`config.mk`:
```
export PLATFORM = sky130hd
export DESIGN_NAME = fetch_seq_flat
export DESIGN_NICKNAME = d
export VERILOG_FILES = /design/src/rtl/fetch_seq_pkg.sv /design/src/rtl/fetch_seq_if.sv /design/src/rtl/adder_32.sv /design/src/rtl/fetch_seq_buf3.sv /design/src/rtl/fetch_seq.sv /design/src/flat_wrapper.sv
export SDC_FILE = /design/constraint.sdc
export NUM_CORES = 1
export LEC_CHECK = 0
export BUFFER_PORTS_ARGS = -buffer_cell sky130_fd_sc_hd__buf_2
export CORE_MARGIN = 2
export CORE_UTILIZATION = 45
export CTS_CLUSTER_DIAMETER = 30
export DETAILED_ROUTE_END_ITERATION = 6
export GPL_TIMING_DRIVEN = 0
export PLACE_DENSITY = 0.74
export SLEW_MARGIN = 20
export SYNTH_ARGS = -nofsm -noshare
export SYNTH_HDL_FRONTEND = slang
export SYNTH_SLANG_ARGS = --single-unit
```
`constraint.sdc`:
```
create_clock -name clk -period 6.95 [get_ports clk]
set_input_delay 1.39 -clock clk [delete_from_list [all_inputs] [get_ports clk]]
set_output_delay 1.39 -clock clk [all_outputs]
set_load 0.005 [all_outputs]
```
`src/rtl/fetch_seq_pkg.sv`:
```
// Shared constants and types for the 3-wide fetch sequencer.
package fetch_seq_pkg;
    localparam int          ISSUE_W      = 3;
    localparam logic [31:0] PC_STEP      = 32'd4;
    localparam logic [31:0] BUNDLE_STEP  = 32'd12;
    localparam logic [31:0] RESET_PC_DEF = 32'h0040_0000;
    localparam logic [31:0] NOP_INSTR    = 32'h0000_0000;

    typedef struct packed {
        logic [31:0] pc;
        logic [31:0] instr;
    } slot_t;

    // Decode may ask for more than is buffered; never take more than exists.
    function automatic logic [1:0] clamp_take(input logic [1:0] take, input logic [1:0] cnt);
        return (take > cnt) ? cnt : take;
    endfunction
endpackage

```
`src/rtl/fetch_seq_if.sv`:
```
// Fetch-side bus: SRAM address/data, redirect, and decode hand-off.
interface fetch_seq_if;
    logic [31:0] fetch_pc0, fetch_pc1, fetch_pc2;
    logic        fetch_en;
    logic [31:0] instr0, instr1, instr2;
    logic        redirect_valid;
    logic [31:0] redirect_pc;
    logic        dec_valid;
    logic [2:0]  dec_mask;
    logic [31:0] dec_pc0, dec_pc1, dec_pc2;
    logic [31:0] dec_instr0, dec_instr1, dec_instr2;
    logic [1:0]  dec_take;

    modport master (
        output fetch_pc0, fetch_pc1, fetch_pc2, fetch_en,
        input  instr0, instr1, instr2, redirect_valid, redirect_pc,
        output dec_valid, dec_mask, dec_pc0, dec_pc1, dec_pc2,
        output dec_instr0, dec_instr1, dec_instr2,
        input  dec_take
    );
    modport slave (
        input  fetch_pc0, fetch_pc1, fetch_pc2, fetch_en,
        output instr0, instr1, instr2, redirect_valid, redirect_pc,
        input  dec_valid, dec_mask, dec_pc0, dec_pc1, dec_pc2,
        input  dec_instr0, dec_instr1, dec_instr2,
        output dec_take
    );
endinterface

```
`src/rtl/adder_32.sv`:
```
// Plain 32-bit modulo adder used for all PC increments.
module adder_32 (
    input  logic [31:0] i_a,
    input  logic [31:0] i_b,
    output logic [31:0] o_sum
);
    assign o_sum = i_a + i_b;
endmodule

```
`src/rtl/fetch_seq_buf3.sv`:
```
// 3-slot holding buffer: captures a whole bundle or shifts out consumed slots.
module fetch_buf3
    import fetch_seq_pkg::*;
(
    input  logic                 clk,
    input  logic                 rst_n,
    input  logic                 i_flush,
    input  logic                 i_capture,
    input  slot_t [ISSUE_W-1:0]  i_cap,
    input  logic [1:0]           i_take,
    output logic [1:0]           o_cnt,
    output logic [1:0]           o_rem,
    output slot_t [ISSUE_W-1:0]  o_slot
);
    logic [1:0]          r_cnt;
    slot_t [ISSUE_W-1:0] r_slot;
    slot_t [ISSUE_W-1:0] w_shift;
    logic [1:0]          w_take;
    logic [1:0]          w_rem;

    assign w_take = clamp_take(i_take, r_cnt);
    assign w_rem  = r_cnt - w_take;

    // Slots past the remaining count are zeroed so outputs never need masking.
    always_comb begin
        for (int j = 0; j < ISSUE_W; j++) begin
            logic [1:0] w_src;
            w_shift[j] = '{pc: 32'd0, instr: NOP_INSTR};
            w_src      = 2'(j) + w_take;
            if (2'(j) < w_rem && w_src < 2'(ISSUE_W))
                w_shift[j] = r_slot[w_src];
        end
    end

    always_ff @(posedge clk or negedge rst_n) begin
        if (!rst_n) begin
            r_cnt  <= 2'd0;
            r_slot <= '0;
        end else if (i_flush) begin
            r_cnt  <= 2'd0;
            r_slot <= '0;
        end else if (i_capture) begin
            r_cnt  <= 2'(ISSUE_W);
            r_slot <= i_cap;
        end else begin
            r_cnt  <= w_rem;
            r_slot <= w_shift;
        end
    end

    assign o_cnt  = r_cnt;
    assign o_rem  = w_rem;
    assign o_slot = r_slot;
endmodule

```
`src/rtl/fetch_seq.sv`:
```
// Fetch sequencer: owns pc_q, redirect priority and fetch_en; buffering in fetch_buf3.
module fetch_seq
    import fetch_seq_pkg::*;
#(
    parameter logic [31:0] RESET_PC = RESET_PC_DEF
) (
    input  logic         clk,
    input  logic         rst_n,
    fetch_seq_if.master  bus
);
    logic [31:0]         r_pc;
    logic [31:0]         w_pc4, w_pc8, w_pc12;
    logic [1:0]          w_cnt, w_rem;
    logic                w_fetch_en;
    slot_t [ISSUE_W-1:0] w_cap, w_slot;

    adder_32 u_add4  (.i_a(r_pc), .i_b(PC_STEP),       .o_sum(w_pc4));
    adder_32 u_add8  (.i_a(r_pc), .i_b(PC_STEP << 1),  .o_sum(w_pc8));
    adder_32 u_add12 (.i_a(r_pc), .i_b(BUNDLE_STEP),   .o_sum(w_pc12));

    // A redirect wins over capture even when the buffer would have drained.
    assign w_fetch_en = (w_rem == 2'd0) & ~bus.redirect_valid;

    always_ff @(posedge clk or negedge rst_n) begin
        if (!rst_n)                  r_pc <= RESET_PC;
        else if (bus.redirect_valid) r_pc <= {bus.redirect_pc[31:2], 2'b00};
        else if (w_fetch_en)         r_pc <= w_pc12;
    end

    assign w_cap[0] = '{pc: r_pc,  instr: bus.instr0};
    assign w_cap[1] = '{pc: w_pc4, instr: bus.instr1};
    assign w_cap[2] = '{pc: w_pc8, instr: bus.instr2};

    fetch_buf3 u_buf (
        .clk       (clk),
        .rst_n     (rst_n),
        .i_flush   (bus.redirect_valid),
        .i_capture (w_fetch_en),
        .i_cap     (w_cap),
        .i_take    (bus.dec_take),
        .o_cnt     (w_cnt),
        .o_rem     (w_rem),
        .o_slot    (w_slot)
    );

    assign bus.fetch_pc0  = r_pc;
    assign bus.fetch_pc1  = w_pc4;
    assign bus.fetch_pc2  = w_pc8;
    assign bus.fetch_en   = w_fetch_en;
    assign bus.dec_valid  = (w_cnt != 2'd0);
    assign bus.dec_mask   = {w_cnt == 2'd3, w_cnt >= 2'd2, w_cnt >= 2'd1};
    assign bus.dec_pc0    = w_slot[0].pc;
    assign bus.dec_pc1    = w_slot[1].pc;
    assign bus.dec_pc2    = w_slot[2].pc;
    assign bus.dec_instr0 = w_slot[0].instr;
    assign bus.dec_instr1 = w_slot[1].instr;
    assign bus.dec_instr2 = w_slot[2].instr;
endmodule

```
`src/flat_wrapper.sv`:
```
// flat-port wrapper written by rule: the top's interface ports become plain ports
module fetch_seq_flat import fetch_seq_pkg::*;
#(
    parameter logic [31:0] RESET_PC = RESET_PC_DEF
)
  (clk, rst_n, bus_fetch_pc0, bus_fetch_pc1, bus_fetch_pc2, bus_fetch_en, bus_instr0, bus_instr1, bus_instr2, bus_redirect_valid, bus_redirect_pc, bus_dec_valid, bus_dec_mask, bus_dec_pc0, bus_dec_pc1, bus_dec_pc2, bus_dec_instr0, bus_dec_instr1, bus_dec_instr2, bus_dec_take);
  fetch_seq_if bus_i ();
  input  logic clk;
  input  logic rst_n;
  output wire logic [$bits(bus_i.fetch_pc0)-1:0] bus_fetch_pc0;
  output wire logic [$bits(bus_i.fetch_pc1)-1:0] bus_fetch_pc1;
  output wire logic [$bits(bus_i.fetch_pc2)-1:0] bus_fetch_pc2;
  output wire logic [$bits(bus_i.fetch_en)-1:0] bus_fetch_en;
  input wire logic [$bits(bus_i.instr0)-1:0] bus_instr0;
  input wire logic [$bits(bus_i.instr1)-1:0] bus_instr1;
  input wire logic [$bits(bus_i.instr2)-1:0] bus_instr2;
  input wire logic [$bits(bus_i.redirect_valid)-1:0] bus_redirect_valid;
  input wire logic [$bits(bus_i.redirect_pc)-1:0] bus_redirect_pc;
  output wire logic [$bits(bus_i.dec_valid)-1:0] bus_dec_valid;
  output wire logic [$bits(bus_i.dec_mask)-1:0] bus_dec_mask;
  output wire logic [$bits(bus_i.dec_pc0)-1:0] bus_dec_pc0;
  output wire logic [$bits(bus_i.dec_pc1)-1:0] bus_dec_pc1;
  output wire logic [$bits(bus_i.dec_pc2)-1:0] bus_dec_pc2;
  output wire logic [$bits(bus_i.dec_instr0)-1:0] bus_dec_instr0;
  output wire logic [$bits(bus_i.dec_instr1)-1:0] bus_dec_instr1;
  output wire logic [$bits(bus_i.dec_instr2)-1:0] bus_dec_instr2;
  input wire logic [$bits(bus_i.dec_take)-1:0] bus_dec_take;
  assign bus_fetch_pc0 = bus_i.fetch_pc0;
  assign bus_fetch_pc1 = bus_i.fetch_pc1;
  assign bus_fetch_pc2 = bus_i.fetch_pc2;
  assign bus_fetch_en = bus_i.fetch_en;
  assign bus_i.instr0 = bus_instr0;
  assign bus_i.instr1 = bus_instr1;
  assign bus_i.instr2 = bus_instr2;
  assign bus_i.redirect_valid = bus_redirect_valid;
  assign bus_i.redirect_pc = bus_redirect_pc;
  assign bus_dec_valid = bus_i.dec_valid;
  assign bus_dec_mask = bus_i.dec_mask;
  assign bus_dec_pc0 = bus_i.dec_pc0;
  assign bus_dec_pc1 = bus_i.dec_pc1;
  assign bus_dec_pc2 = bus_i.dec_pc2;
  assign bus_dec_instr0 = bus_i.dec_instr0;
  assign bus_dec_instr1 = bus_i.dec_instr1;
  assign bus_dec_instr2 = bus_i.dec_instr2;
  assign bus_i.dec_take = bus_dec_take;
  fetch_seq #(.RESET_PC(RESET_PC)) u_core (.clk(clk), .rst_n(rst_n), .bus(bus_i));
endmodule
```
==> results.md <==
- Status: finished clean
- PnR worst setup slack: 0.214 ns
- Worst vdd ir: 0.000278 V
- Setup TNS: 0 ns
- Chip height: approximately 180 µm
- Post-place setup slack: about 0.20 ns
- Critical path, cell by cell: buf_2, inv_1, ha_1, and2_1, nor4_4, nor2_4, buf_2, ha_1, clkbuf_1, and2_1, nand2_1, inv_1, buf_2, buf_2, buf_2
- Syn Inst Count: approximately 1500
- Area contributors post-synth: dfrtp_1, mux2i_1, nand2_1, o221ai_1, xnor2_1
- Worst path max stage delay: around 0.44 ns
- Synth Register Bits: 224
- FILL cells: between 2000 and 3000
- Fin. max-slew vios: 0
- Largest net degree at the start of global routing: 99
- Most frequent cell after synthesis: dfrtp_1
- Die extent in x: 176 µm
- Post-synthesis sequential area ratio: 0.420
- Met3 WL post-DR: 6.50 mm
- Congestion Overflow GR: 0
- Crit path required time: approximately 5.6 ns
- Clock root buffer: clkbuf_16
- DRT antenna net count: 0
- Critical path endpoint category: output port
- Min Tclk post-route: approximately 6.7 ns
- RSZ-0062 raised after global routing: false
- Crit Path Class: input pin to output port
- Period utilization: 0.969
- Final setup fails: 0
- First-pass GRT wire length: 88.4 mm
- Antenna violations before repair: 4
- Worst path top cell family by delay: buffers and inverters
- I/O Pins: 426
- Layout Nets: 2099
- Met2 Wirelength: between 20 and 30 mm
- Max layer used: met5
- Critical path's slowest cell: nor4_4
- Max Cap Viol: 0
- Ys flop type: dfrtp_1
- Hold Path Class: register to register
- Via count: 14800
- Crit path max fanout: 12
- Hold Buf Count CTS: 0
- Max clock buf depth: 3
- # DRC: 0
- Final Skew: 0.0324 ns
- Worst-path clk slew: 0.05 ns
- Fraction of layout cells with a size suffix above 1: 0.303
- Via/cell ratio: roughly 6.2
- Num rows: between 60 and 70
- Initial Utilization: 0.454
- DRT Wirelength: about 60 mm
- Worst r2r path cells: 12
- Cts bufs inserted: 57
- Power per cell area: ~530 nW/µm²
- Mapped cell area: between 10000 and 15000 µm²
- Placer congestion estimate: 0.970
- Die Area: 31100 µm²
- CTS tree: done
- Critical Path Start Type: input pin
- Top cells by count, synth: dfrtp_1, nand2_1, mux2i_1, nor2_1, o21ai_0
- Max-Slew Margin vs Limit: 0.284
- Worst Path Buf+Inv: 8
- Total core area: 29400 µm²
- WL met1: between 20 and 25 mm
- Post-synth EDFFs: 0
- Mapped Avg Cell Area: 9.07 µm²
- F_max: 148 MHz
- Yosys top cell by area: dfrtp_1
- Most frequent CP cell: buf_2
- Lkg Pwr: between 8 and 9 nW
- Critical Path Stages: 15
- Hold Violations, Final: 0
- Area delta synth->final: 35.7%
- Cell variety after synth: 70
- Clock sinks: 224
- DRT iter0 DRCs: 1754
- Post-synth ARST share: 1.00
- Worst-Margin Slew: 1.07 ns
- Post-synth top area share: 0.418
- WHS Path Cells: 1
- WP data arrival: 5.35 ns
- Total GRT Usage: 0.373
- PortBufs: 416
- H-tree depth: 2
- Final HPWL DP: 43.5 mm
- Worst-skew pair later-pin latency: ~0.58 ns
- Vias in the first global route: approximately 14000
- Synth warn: 0
- WL/cell: ~25 µm
- DRT Pass-1 Iters: 6
-- registers in the layout, summed over array words and instances, names as in the netlist --
| signal | flops |
|---|---|
| u_core.u_buf.o_cnt | 2 |
| u_core.bus.fetch_pc0 | 30 |
| u_core.u_buf.o_slot | 192 |
-- layer usage --
metal / vias to the layer above / track usage
met5: - / 0
met4: 2 / 0.184
met3: 223 / 0.0902
met2: 1072 / 0.575
met1: 7244 / 0.494
li1: 6274 / -
-- layout by cell type (no fill, tap or decap), drive strengths merged, types with 19 or more instances in the layout --
master  synthesis  final
a211oi         27     27
a22o           37     37
a22oi          43     43
buf            65    485
clkbuf         77    148
dfrtp         223    223
inv            81     81
mux2i         112    112
nand2         186    186
nand3          50     50
nand4          27     27
nor2          113    113
nor4           19     19
o21ai         114    114
o221ai         73     73
xnor2          53     53
xor2           31     31
-- worst reg2reg max path, cell delays in order (launching register included) --
cell,delay (ns)
dfrtp_1,0.43
ha_1,0.35
and2_1,0.27
nor4_4,0.44
nor2_4,0.14
buf_2,0.30
ha_1,0.34
clkbuf_1,0.43
and2_1,0.44
nor3_4,0.13
nand2_1,0.44
clkbuf_1,0.70
o221ai_1,0.20
-- repair_timing --
item | in CTS | in global routing
setup buffers | 0 | 2
endpoints found under the setup margin | 0 | 1
gates resized for setup | 0 | 2
-- layout make-up --
class / count / area (µm²) / share of cell area
multi-input cells: 1029 / 6800 / 0.375
flip-flops and latches: 224 / 5610 / 0.310
repair buffers: 420 / 2160 / 0.119
clock buffers: 72 / 1580 / 0.0875
plain buffers: 141 / 663 / 0.0366
clock inverters: 34 / 492 / 0.0272
well taps: 390 / 488 / 0.0269
inverters: 81 / 304 / 0.0168
diodes: 5 / 12.5 / 0.000691
-- metrics by stage --
stage / hold WS (ns) / std cells / utilization / instance area [µm²] / total power [mW]
global placement: 0.498 / 2282 / 0.542 / 15900 / 6.47
global route: 0.537 / 2394 / 0.616 / 18100 / 9.90
finish: 0.528 / 2396 / 0.616 / 18100 / 9.53
CTS: 0.525 / 2390 / 0.615 / 18100 / 9.38
floorplan: 0.491 / 1476 / - / 13400 / 4.63
detailed placement: 0.516 / 2284 / 0.544 / 16000 / 6.53
-- logic make-up (layout without fill, tap and decap cells) --
group / after synthesis / count (layout) / share of synthesized area
AOI/OAI and AO/OA: 363 / 363 / 0.198
xor gates and xnor gates: 84 / 84 / 0.0551
adders and majority gates: 12 / 12 / 0.0112
buffers and inverters: 223 / 748 / 0.0727
DFF: 224 / 224 / 0.420
muxes: 118 / 118 / 0.0891
other: 1 / 11 / 0.000281
and+or+nand+nor: 446 / 446 / 0.153
-- power breakdown --
group	total [mW]	internal (mW)	switching, mW	leakage [nW]
Combinational	4.45	1.53	2.92	4.76
Clock	2.84	1.97	0.866	1.00
Sequential	2.23	1.74	0.499	3.01
-- path summary, 6_finish.rpt --
kind / from / end / slack (ns)
max: bus_dec_take[0] / bus_fetch_en / 0.21
min: u_core.u_buf.o_slot[64] / u_core.u_buf.o_slot[64] / 0.53
max reg2reg: u_core.u_buf.o_cnt[1] / u_core.u_buf.o_slot[57] / 2.16
min reg2reg: u_core.u_buf.o_slot[64] / u_core.u_buf.o_slot[64] / 0.53
max in group asynchronous: rst_n / u_core.u_buf.o_slot[75] / 5.33
min in group asynchronous: rst_n / u_core.bus.fetch_pc0[24] / 0.74
(Power assumes the default switching activity.)
